===== config.mk =====
export PLATFORM = sky130hd
export DESIGN_NAME = lfsr_stream_crypt
export DESIGN_NICKNAME = d
export VERILOG_FILES = /design/src/rtl/lfsr_stream_crypt.sv
export SDC_FILE = /design/constraint.sdc
export NUM_CORES = 1
export LEC_CHECK = 0
export BUFFER_PORTS_ARGS = -buffer_cell sky130_fd_sc_hd__buf_2
export CAP_MARGIN = 20
export CORE_AREA = 2 2 67 69
export CTS_CLUSTER_DIAMETER = 30
export DETAILED_ROUTE_END_ITERATION = 12
export DIE_AREA = 0 0 69 71
export PLACE_DENSITY_LB_ADDON = 0.3
export RECOVER_POWER = 100
export SLEW_MARGIN = 10
export SYNTH_ARGS = -nofsm -noshare
export SYNTH_HDL_FRONTEND = slang
export SYNTH_SLANG_ARGS = --single-unit

===== constraint.sdc =====
create_clock -name Clk -period 2.95 [get_ports Clk]
set_input_delay 0.1475 -clock Clk [delete_from_list [all_inputs] [get_ports Clk]]
set_output_delay 0.1475 -clock Clk [all_outputs]
set_load 0.1 [all_outputs]

===== src/rtl/lfsr_stream_crypt.sv =====
// lfsr_stream_crypt: LFSR stream-encryption sequencer acting as a second
// bus master beside the data memory. It fetches preamble length, taps and
// seed, then writes BLK_LEN encrypted characters: a preamble of pure LFSR
// output followed by the biased message XORed with the LFSR stream.
// Optional build macro: LFSR_PARITY_EN puts even parity of the cipher
// character in the output MSB; without it the MSB is always 0.
module lfsr_stream_crypt #(
  parameter int DATA_W   = 8,
  parameter int LFSR_W   = 7,
  parameter int BLK_LEN  = 64,
  parameter int ADDR_W   = 8,
  parameter int SRC_BASE = 0,
  parameter int CFG_BASE = 61,
  parameter int DST_BASE = 64,
  parameter int PRE_MIN  = 10,
  parameter int PRE_MAX  = 26
) (
  input  logic              Clk,
  input  logic              Reset,
  input  logic              Start,
  output logic              Ack,
  output logic [ADDR_W-1:0] mem_addr,
  output logic              mem_rd_en,
  input  logic [DATA_W-1:0] mem_rdata,
  output logic              mem_wr_en,
  output logic [DATA_W-1:0] mem_wdata,
  output logic              busy
);

  localparam int IDX_W = (BLK_LEN > 1) ? $clog2(BLK_LEN) : 1;
  localparam int unsigned MSG_LEN = CFG_BASE - SRC_BASE;

  typedef enum logic [2:0] {
    S_IDLE, S_CFG0, S_CFG1, S_CFG2, S_CFG3, S_RD, S_WR, S_DONE
  } state_t;

  state_t              state_q, state_d;
  logic                startPrev_q;
  logic [DATA_W-1:0]   pre_q, pre_d;
  logic [LFSR_W-1:0]   taps_q, taps_d;
  logic [LFSR_W-1:0]   lfsr_q, lfsr_d;
  logic [IDX_W-1:0]    idx_q, idx_d;

  logic [DATA_W-1:0]   preSafe;
  logic [LFSR_W-1:0]   seedSafe;
  logic [31:0]         charOff;
  logic                inMsg;
  logic [LFSR_W-1:0]   plain;
  logic [LFSR_W-1:0]   cipher;
  logic                parityBit;
  logic                feedback;

  // Config sanitising and the per-character datapath (message window, cipher).
  always_comb begin
    preSafe = mem_rdata;
    if (mem_rdata < DATA_W'(PRE_MIN)) preSafe = DATA_W'(PRE_MIN);
    else if (mem_rdata > DATA_W'(PRE_MAX)) preSafe = DATA_W'(PRE_MAX);
    seedSafe = mem_rdata[LFSR_W-1:0];
    if (seedSafe == '0) seedSafe = LFSR_W'(1);
    charOff  = 32'(idx_q) - 32'(pre_q);
    inMsg    = (32'(idx_q) >= 32'(pre_q)) && (charOff < MSG_LEN);
    plain    = inMsg ? mem_rdata[LFSR_W-1:0] : '0;
    cipher   = plain ^ lfsr_q;
    feedback = ^(lfsr_q & taps_q);
`ifdef LFSR_PARITY_EN
    parityBit = ^cipher;
`else
    parityBit = 1'b0;
`endif
  end

  // State and datapath registers; reset wins over everything, including a run.
  always_ff @(posedge Clk) begin
    if (Reset) begin
      state_q     <= S_IDLE;
      startPrev_q <= 1'b0;
      pre_q       <= '0;
      taps_q      <= '0;
      lfsr_q      <= '0;
      idx_q       <= '0;
    end else begin
      state_q     <= state_d;
      startPrev_q <= Start;
      pre_q       <= pre_d;
      taps_q      <= taps_d;
      lfsr_q      <= lfsr_d;
      idx_q       <= idx_d;
    end
  end

  // Sequencer: next state, register updates and bus strobes (quiet during reset).
  always_comb begin
    state_d   = state_q;
    pre_d     = pre_q;
    taps_d    = taps_q;
    lfsr_d    = lfsr_q;
    idx_d     = idx_q;
    Ack       = 1'b0;
    mem_addr  = '0;
    mem_rd_en = 1'b0;
    mem_wr_en = 1'b0;
    mem_wdata = '0;
    case (state_q)
      S_IDLE: begin
        if (startPrev_q && !Start) state_d = S_CFG0;
      end
      S_CFG0: begin
        mem_rd_en = 1'b1;
        mem_addr  = ADDR_W'(CFG_BASE);
        state_d   = S_CFG1;
      end
      S_CFG1: begin
        pre_d     = preSafe;
        mem_rd_en = 1'b1;
        mem_addr  = ADDR_W'(CFG_BASE + 1);
        state_d   = S_CFG2;
      end
      S_CFG2: begin
        taps_d    = mem_rdata[LFSR_W-1:0];
        mem_rd_en = 1'b1;
        mem_addr  = ADDR_W'(CFG_BASE + 2);
        state_d   = S_CFG3;
      end
      S_CFG3: begin
        lfsr_d  = seedSafe;
        idx_d   = '0;
        state_d = S_RD;
      end
      S_RD: begin
        if (inMsg) begin
          mem_rd_en = 1'b1;
          mem_addr  = ADDR_W'(32'(SRC_BASE) + charOff);
        end
        state_d = S_WR;
      end
      S_WR: begin
        mem_wr_en = 1'b1;
        mem_addr  = ADDR_W'(32'(DST_BASE) + 32'(idx_q));
        mem_wdata = {parityBit, cipher};
        lfsr_d    = {lfsr_q[LFSR_W-2:0], feedback};
        idx_d     = idx_q + IDX_W'(1);
        state_d   = (idx_q == IDX_W'(BLK_LEN - 1)) ? S_DONE : S_RD;
      end
      S_DONE: begin
        Ack = 1'b1;
        if (Start) state_d = S_IDLE;
      end
      default: state_d = S_IDLE;
    endcase
    busy = (state_q != S_IDLE) && (state_q != S_DONE);
    if (Reset) begin
      Ack       = 1'b0;
      busy      = 1'b0;
      mem_addr  = '0;
      mem_rd_en = 1'b0;
      mem_wr_en = 1'b0;
      mem_wdata = '0;
    end
  end

endmodule


==> flow_summary.json <==
{
  "status": "finished with violations",
  "violations": "capacitance limit, slew limit, setup timing",
  "max-slew-margin-rel_pct": -6.156,
  "yosysWarningCount": 0,
  "seq_power_share_pct": 36.6,
  "root_buffer": "clkbuf_8",
  "first_pass_iters": 5,
  "dp_cells": 370,
  "whs_path_depth": 3,
  "synth.area.top_cells": "dfxtp_1 (29%), nor2_1 (7.2%), mux2i_1 (5.8%)",
  "area_growth_pct": 43.78,
  "cts_buffers": 5,
  "p_clk_share_pct": 27.8,
  "die_w_um": 69,
  "hold_start": "Start",
  "drive_gt1_share_pct": 29.59,
  "powerDensity_nw_per_um2": 378.2,
  "wire_per_inst_um": 17.88,
  "cts_tree": "built",
  "crit_type": "flip-flop to output pin",
  "tns_ns": -2.081,
  "ir_drop_mv": 0.2912,
  "reg2reg_depth": 6,
  "clock_skew_ns": 0.005471,
  "finalCritPeriodShare_pct": 107.6,
  "utilization_pct": 76.43,
  "routed_via_density": 6.069,
  "grt_max_degree": 35,
  "gp_congestion": 0.9532,
  "drt_wl_total_um": 6972,
  "r2r-end": "pre_q[0]",
  "initial_core_util_pct": 53.15,
  "combPwrFrac_pct": 35.7,
  "r2r_start": "state_q[1]",
  "cts.path.max_buffers": 2,
  "hold_viol": 0,
  "worst_hold_slack_ns": 0.1322,
  "grt_setup_unrepaired": "yes",
  "yosys.area.top_type": "dfxtp_1",
  "grt_pass1_vias": 2318,
  "synth_async_sr_flop_share_pct": 0,
  "max_slew.worst_pin.slew_ns": 1.592,
  "final_cell_count_no_fill": 390,
  "antenna_found_initial": 0,
  "ctsHoldBuffers": 0,
  "setup_viol": 13,
  "synth_edf_count": 0,
  "fmax_ghz": 0.3150,
  "nNetsFinal": 358,
  "portBuffers": 28,
  "cp_max_fo": 5,
  "drv_slew": 35,
  "synth_cells": 292,
  "clock_sinks": 32,
  "drtIter0Drc": 170,
  "min_path_type": "input port to flip-flop",
  "intPower_w": 0.0007753,
  "synth_top_area_share_pct": 28.67,
  "dieArea_sq_um": 4899,
  "synth.distinct_cells": 51,
  "synth_most_common_cell": "nor2_1",
  "core_sq_um": 4204,
  "grt_use_total_pct": 28.11,
  "synth_area_sq_um": 2235,
  "n_fill_cell": 297,
  "synth_common_cells": "nor2_1 (43), dfxtp_1 (32), nand2_1 (30)",
  "clk_latency_ns": 0.29,
  "cts.reportedPaths.clkPinSlew_ns": 0.07,
  "grt_first_pass_wirelength_um": 11170,
  "drv_cap": 1,
  "final.setup.worst_slack_ns": -0.2245,
  "p_sw_share_pct": 36.20,
  "die_h_um": 71,
  "whs_endpoint": "startPrev_q",
  "power_leakage_nw": 1.305,
  "syn_avg_cell_area_sq_um": 7.653,
  "detailed_place_hpwl_um": 4556,
  "cp.arrival_ns": 3.03,
  "htree_levels": 2,
  "drtAntennaViolNets": 0,
  "net-switching-power_w": 0.0004399,
  "route.detailed.drc": 0,
  "antennaDiodeCount": 0,
  "crit_required_ns": 2.80,
  "finalCriticalPeriod_ns": 3.175,
  "gr-total-overflow": 0,
  "crit_path_end_kind": "output pin",
  "fp-row-count": 24,
  "reg2reg_slack_ns": 0.68,
  "num_vias": 2367,
  "critical_path.startpoint_type": "flip-flop",
  "ios": 31,
  "yosysSeqAreaShare_pct": 28.67,
  "ys_seq_elements": 32,
  "ys.flop_type": "dfxtp_1"
}
## per-stage QoR
step / instance area [sq um] / setup WS (ns) / power, W
final: 3213 / -0.2245 / 0.001215
after global routing: 3213 / -0.2920 / 0.001247
after CTS: 3136 / -0.1324 / 0.001170
after detailed placement: 2950 / 0.05237 / 0.0008134
after global placement: 2950 / 0.08787 / 0.0008068
after floorplan: 2489 / -0.3128 / 0.0007148
## sequential cells by signal (all words and copies together), names as in the netlist
| signal | flops |
|---|---|
| lfsr_q | 7 |
| idx_q | 6 |
| taps_q | 7 |
| startPrev_q | 1 |
| pre_q | 8 |
| state_q | 3 |
## layer usage
metal | vias to the layer above | part of all wire, % | global-route usage (%)
li1 | 1112 | - | -
met1 | 1141 | 43 | 35.04
met3 | 10 | 6.6 | 6.268
met2 | 104 | 49 | 48.93
met4 | 0 | 1.2 | 8.061
met5 | - | 0 | 0
## critical path: stages (launching register included)
cell	delay [ns]
dfxtp_4	0.36
inv_4	0.06
ha_4	0.12
inv_2	0.03
fa_2	0.41
and3_4	0.19
nor2_4	0.15
xor2_4	0.18
buf_12	0.15
o31ai_4	0.12
a211oi_1	0.34
buf_4	0.19
mux2i_4	0.24
buf_12	0.19
## cells by family (layout without fill, tap and decap cells)
logic type,count (synthesis),count (layout),share of synthesized area (%)
xor+xnor,9,9,4.199
fa+ha+maj,9,9,5.375
flops,32,32,28.67
simple gates,115,115,23.46
buf+inv,40,83,7.167
other cells,1,2,0.1678
compound gates,73,75,25.14
mux,13,13,5.823
## cells in the final DEF, fill, tap and decap left out, types with 2 or more instances in the layout
| cell | instances |
|---|---|
| inv_1 | 20 |
| buf_4 | 22 |
| dfxtp_2 | 2 |
| nand2_1 | 29 |
| a21o_1 | 4 |
| o311ai_1 | 2 |
| o31ai_4 | 2 |
| conb_1 | 2 |
| clkbuf_8 | 5 |
| o21ai_0 | 9 |
| nor2_2 | 2 |
| xnor2_1 | 4 |
| buf_12 | 16 |
| a21oi_1 | 16 |
| nor3_1 | 8 |
| dfxtp_1 | 29 |
| a211o_1 | 3 |
| nand3_1 | 8 |
| ha_1 | 6 |
| and3_1 | 2 |
| clkbuf_1 | 4 |
| mux2i_4 | 7 |
| or3_1 | 8 |
| nor2_1 | 41 |
| o41ai_4 | 6 |
| buf_2 | 9 |
| xor2_1 | 2 |
| nor2_4 | 2 |
| mux2i_1 | 6 |
| clkbuf_2 | 2 |
| nand2b_1 | 3 |
| a22oi_1 | 5 |
| a211oi_1 | 15 |
## power groups by stage
stage,clock network [W],registers [W],logic (W)
finish,0.000337,0.000444,0.000434
floorplan,0,0.000452,0.000263
CTS,0.000337,0.000444,0.000390
global placement,0,0.000454,0.000352
detailed placement,0,0.000455,0.000359
global route,0.000352,0.000444,0.000451
## area by class of cell
cell class / instances / area [sq um] / area share [%]
Clock buffer: 5 / 68.82 / 2.142
Sequential cell: 32 / 646.9 / 20.13
Tap cell: 52 / 65.06 / 2.025
Inverter: 23 / 88.84 / 2.765
Timing Repair Buffer: 53 / 555.5 / 17.29
Clock inverter: 2 / 12.51 / 0.3894
Multi-Input combinational cell: 223 / 1775 / 55.26
## worst max-delay path by stage
stage,start,end,slack [ns],cells past startpoint
floorplan,idx_q[0],mem_addr[1],-0.31,10
global placement,idx_q[0],mem_addr[1],0.09,11
detailed placement,idx_q[0],mem_wdata[2],0.05,12
CTS,idx_q[0],mem_wdata[3],-0.13,12
global route,idx_q[0],mem_wdata[1],-0.29,13
finish,idx_q[0],mem_wdata[1],-0.22,13
## what timing repair did
item | in CTS | in global routing
pin swaps | 5 | 4
endpoints found under the hold margin | 0 | 0
cloned | 2 | 0
endpoints found under the setup margin | 13 | 14
resized for setup | 5 | 9
buffers inserted | 8 | 9
No activity file was read; power rests on OpenSTA's default activity.
